**src/rtl/cpu_io_driver.sv**
```systemverilog
// Host-side driver for the CPU's I/O ports.
// Bytes arrive on a valid/ready stream, wait in a small FIFO and are presented
// one at a time on in_port. ready_in is raised only after in_port has been
// stable long enough for the CPU's 2-flop input synchroniser. A monitor watches
// out_port and emits a one-cycle strobe whenever the CPU writes a new value.
module cpu_io_driver #(
  parameter int BUS_WIDTH   = 8,
  parameter int FIFO_DEPTH  = 4,
  parameter int HOLD_CYCLES = 4,
  parameter int GAP_CYCLES  = 2
) (
  input  logic                          clk,
  input  logic                          reset,
  input  logic [BUS_WIDTH-1:0]          s_data,
  input  logic                          s_valid,
  output logic                          s_ready,
  output logic [BUS_WIDTH-1:0]          in_port,
  output logic                          ready_in,
  input  logic [BUS_WIDTH-1:0]          out_port,
  output logic [BUS_WIDTH-1:0]          m_data,
  output logic                          m_valid,
  output logic [$clog2(FIFO_DEPTH):0]   fifo_count,
  output logic                          busy
);

  localparam int PTR_W   = $clog2(FIFO_DEPTH);
  localparam int CNT_MAX = (HOLD_CYCLES > GAP_CYCLES)
                           ? ((HOLD_CYCLES > 2) ? HOLD_CYCLES : 2)
                           : ((GAP_CYCLES > 2) ? GAP_CYCLES : 2);
  localparam int CNT_W   = $clog2(CNT_MAX);

  typedef enum logic [1:0] {
    S_IDLE,
    S_SETUP,
    S_ASSERT,
    S_GAP
  } state_t;

  state_t               state;
  state_t               state_nxt;
  logic [CNT_W-1:0]     cnt;
  logic [CNT_W-1:0]     cnt_nxt;

  logic [BUS_WIDTH-1:0] mem [FIFO_DEPTH];
  logic [PTR_W-1:0]     wr_ptr;
  logic [PTR_W-1:0]     rd_ptr;
  logic                 push;
  logic                 pop;
  logic [BUS_WIDTH-1:0] shadow;

  // A full FIFO refuses data even if a pop frees a slot in the same cycle.
  assign s_ready = (fifo_count < (PTR_W + 1)'(FIFO_DEPTH));
  assign push    = s_valid && s_ready;
  assign pop     = (state == S_IDLE) && (fifo_count != '0);
  assign busy    = (state != S_IDLE);

  // FIFO storage: data only, so no reset needed.
  always_ff @(posedge clk) begin
    if (push) begin
      mem[wr_ptr] <= s_data;
    end
  end

  // FIFO pointers and occupancy; pointers wrap naturally at the power-of-2 depth.
  always_ff @(posedge clk) begin
    if (reset) begin
      wr_ptr     <= '0;
      rd_ptr     <= '0;
      fifo_count <= '0;
    end else begin
      if (push) begin
        wr_ptr <= wr_ptr + 1'b1;
      end
      if (pop) begin
        rd_ptr <= rd_ptr + 1'b1;
      end
      case ({push, pop})
        2'b10:   fifo_count <= fifo_count + 1'b1;
        2'b01:   fifo_count <= fifo_count - 1'b1;
        default: fifo_count <= fifo_count;
      endcase
    end
  end

  // Handshake FSM state register.
  always_ff @(posedge clk) begin
    if (reset) begin
      state <= S_IDLE;
      cnt   <= '0;
    end else begin
      state <= state_nxt;
      cnt   <= cnt_nxt;
    end
  end

  // Next-state logic: each phase runs a fixed number of cycles counted by cnt.
  always_comb begin
    state_nxt = state;
    cnt_nxt   = cnt + 1'b1;
    unique case (state)
      S_IDLE: begin
        cnt_nxt = '0;
        if (fifo_count != '0) begin
          state_nxt = S_SETUP;
        end
      end
      S_SETUP: begin
        // Two cycles let the byte pass the CPU's input synchroniser.
        if (cnt == CNT_W'(1)) begin
          state_nxt = S_ASSERT;
          cnt_nxt   = '0;
        end
      end
      S_ASSERT: begin
        if (cnt == CNT_W'(HOLD_CYCLES - 1)) begin
          state_nxt = S_GAP;
          cnt_nxt   = '0;
        end
      end
      S_GAP: begin
        if (cnt == CNT_W'(GAP_CYCLES - 1)) begin
          state_nxt = S_IDLE;
          cnt_nxt   = '0;
        end
      end
      default: begin
        state_nxt = S_IDLE;
        cnt_nxt   = '0;
      end
    endcase
  end

  // Registered CPU-facing outputs; ready_in trails the ASSERT phase by one cycle.
  always_ff @(posedge clk) begin
    if (reset) begin
      in_port  <= '0;
      ready_in <= 1'b0;
    end else begin
      if (pop) begin
        in_port <= mem[rd_ptr];
      end
      ready_in <= (state == S_ASSERT);
    end
  end

  // Output monitor: strobe whenever out_port differs from last cycle's value.
  always_ff @(posedge clk) begin
    if (reset) begin
      shadow  <= '0;
      m_data  <= '0;
      m_valid <= 1'b0;
    end else begin
      shadow <= out_port;
      if (out_port != shadow) begin
        m_data  <= out_port;
        m_valid <= 1'b1;
      end else begin
        m_valid <= 1'b0;
      end
    end
  end

endmodule

```
**config.mk**
```make
export PLATFORM = sky130hd
export DESIGN_NAME = cpu_io_driver
export DESIGN_NICKNAME = d
export VERILOG_FILES = /design/src/rtl/cpu_io_driver.sv
export SDC_FILE = /design/constraint.sdc
export NUM_CORES = 1
export LEC_CHECK = 0
export CELL_PAD_IN_SITES_DETAIL_PLACEMENT = 1
export CELL_PAD_IN_SITES_GLOBAL_PLACEMENT = 1
export CORE_MARGIN = 2
export CORE_UTILIZATION = 43
export CTS_CLUSTER_DIAMETER = 150
export DETAILED_ROUTE_END_ITERATION = 12
export GPL_ROUTABILITY_DRIVEN = 1
export PLACE_DENSITY_LB_ADDON = 0.2
export SYNTH_ARGS = -nofsm -noshare
export SYNTH_HDL_FRONTEND = slang
export SYNTH_SLANG_ARGS = --single-unit
export TNS_END_PERCENT = 5
```
**constraint.sdc**
```tcl
create_clock -name clk -period 2.5 [get_ports clk]
set_input_delay 0.25 -clock clk [delete_from_list [all_inputs] [get_ports clk]]
set_output_delay 0.25 -clock clk [all_outputs]
set_load 0.03 [all_outputs]
```
==> impl_metrics.env <==
export IMPL_status="finished, final reports clean"
export IMPL_endpoint_kind="flop"
export IMPL_multiInputGateArea_um2=980.9
export IMPL_cp_required_ps=2730
export IMPL_gp_congestion=0.7271
export IMPL_grt_max_degree=22
export IMPL_worst_slack_ps=159.2
export IMPL_cts_tree="done"
export IMPL_clock_latency_ps=340
export IMPL_cts_root_buf="clkbuf_8"
export IMPL_port_buffers=41
export IMPL_layout_drive_gt1_share_pct=13.14
export IMPL_placed_area_um2=3309
export IMPL_hold_viol=0
export IMPL_worst_setup_path_type="reg -> reg"
export IMPL_power_density_nw_per_um2=1097
export IMPL_post_place_ws_ps=23.13
export IMPL_rsz0062_at_grt="no"
export IMPL_slew_violations=0
export IMPL_synthFlopType="dfxtp_1"
export IMPL_synth_warnings=0
export IMPL_tns_ps=0
export IMPL_fin_crit_sh_pct=93.63
export IMPL_first_pass_iters=4
export IMPL_vias=1768
export IMPL_startpoint_type="flop"
export IMPL_ys_seq_area_share_pct=60.36
export IMPL_seq_area_um2=1702
export IMPL_htreeDepth=3
export IMPL_antenna_found_initial=0
export IMPL_slew_headroom_pct=44.25
export IMPL_synthDistinctLibCells=36
export IMPL_worstPathArrival_ps=2570
export IMPL_areaGrowthSynthToFinish_pct=25.26
export IMPL_numCtsBuffers=9
export IMPL_grtUsageTotal_pct=16.43
export IMPL_max_vdd_ir_drop_uv=633.9
export IMPL_core_area_um2=6350
export IMPL_drtIter0Drc=53
export IMPL_fillerInstances=650
export IMPL_path_clk_slew_ps=80
export IMPL_synth_edf_count=32
export IMPL_initial_core_util_pct=44.39
export IMPL_worst_pin_slew_ps=833.7
export IMPL_layout_min_cycle_time_ps=2341
export IMPL_drtAntennaViolNets=0
export IMPL_synthArstFlopShare_pct=0
export IMPL_total_power_mw=3.872
export IMPL_die_area_um2=7219
export IMPL_critPathMaxFanout=4
export IMPL_die_width_um=84.97
export IMPL_ctsResizeCount=0
export IMPL_cts_setup_buffers=0
export IMPL_grt_pass1_wl_um=8942
export IMPL_vias_per_cell=5.037
export IMPL_hp_class="reg -> reg"
export IMPL_antenna_cells=0
export IMPL_hold_ws_ps=459.9
export IMPL_wl_per_cell_um=15.98
export IMPL_syn_nets=255
export IMPL_fmax_mhz=427.2
export IMPL_nNetsFinal=302
export IMPL_clock_skew_ps=13.37
export IMPL_utilization_pct=55.61
export IMPL_grt_pass1_vias=1791
export IMPL_ctsHoldBuffers=0
export IMPL_drt_total_wl_um=5609
export IMPL_dpl_cell_count=335
export IMPL_synthCells=222
export IMPL_ios=42
export IMPL_hpwl_um=3802
export IMPL_cts_sinks=69
export IMPL_stdcell_count=351
export IMPL_grt_ovfl_total=0
export IMPL_die_h_um=84.97
export IMPL_leakagePower_nw=1.269
export IMPL_avgSynthCellArea_um2=12.70
export IMPL_final_area_um2=3531
export IMPL_drc=0
export IMPL_cap_violations=0
export IMPL_clockBufferDepth=2
export IMPL_setup_violations=0
export IMPL_ys_ff_latch=69
export IMPL_row_count=29
export IMPL_syn_area_um2=2819
per-layer routing:
layer	GRT usage [%]	share of wire [%]	vias to the layer above
met1	21.57	47	874
met5	0	0	-
met2	25.85	50	29
li1	-	-	863
met3	3.502	3.0	2
met4	8.225	0.53	0
sequential cells by signal, summed over array words and instances, names as in the netlist:
name	count
in_port	8
wr_ptr	2
rd_ptr	2
cnt	2
m_data	8
mem	32
shadow	8
fifo_count	3
state	2
m_valid	1
ready_in	1
critical path, cell delays in order (launching register included):
cell	delay, ps
dfxtp_1	340
inv_1	110
ha_1	210
o31ai_2	100
inv_2	80
ha_1	180
inv_1	60
fa_1	380
xor2_1	170
or3_2	430
a21oi_1	180
where the power goes:
part	switching [mW]	total [mW]	leakage, nW	internal, mW
sequential	0.141	1.52	0.599	1.38
clock	0.436	1.00	0.107	0.565
combinational	0.747	1.35	0.562	0.607
total	1.32	3.87	1.27	2.55
final timing paths:
check,startpoint,to,cells past startpoint,slack [ps]
hold reg to reg,in_port[4],in_port[4],2,460
setup reg to reg,state[0],fifo_count[2],10,160
hold / removal,in_port[4],in_port[4],2,460
setup / recovery,state[0],fifo_count[2],10,160
synthesized netlist by cell type, drive strengths merged, types with 2 or more instances:
master / number / area, um2
o21ai: 11 / 55.05
o41ai: 8 / 77.58
xnor2: 10 / 95.10
and2: 4 / 25.02
nand2: 18 / 67.56
nor2: 13 / 48.80
ha: 13 / 162.7
mux4: 8 / 180.2
dfxtp: 37 / 740.7
edfxtp: 32 / 960.9
xor2: 3 / 26.28
clkbuf: 3 / 11.26
nand4: 2 / 18.77
buf: 7 / 42.54
nor2b: 8 / 50.05
inv: 22 / 82.58
a21oi: 12 / 60.06
logic make-up (layout without fill, tap and decap cells):
family	Yosys count	in the layout	synth area share (%)
fa+ha+maj	14	14	6.480
simple gates	50	50	8.877
xor+xnor	13	13	4.306
mux	9	9	6.746
buf+inv	32	84	4.838
flops	69	69	60.36
compound gates	35	35	8.389
final cells by class:
class / count / area share, %
flip-flops and latches: 69 / 48.19
multi-input cells: 121 / 27.78
repair buffers: 46 / 12.69
clock buffers: 9 / 3.508
clock inverters: 7 / 2.764
well taps: 77 / 2.729
inverters: 22 / 2.339
placed cells by master (no fill, tap or decap), drive strengths merged, types with 9 or more instances in the layout:
cell type / n
clkdlybuf4s50: 41
nor2: 13
edfxtp: 32
nand2: 18
ha: 13
xnor2: 10
o21ai: 11
dfxtp: 37
clkbuf: 9
a21oi: 12
inv: 23
No activity file was read; power rests on OpenSTA's default activity.
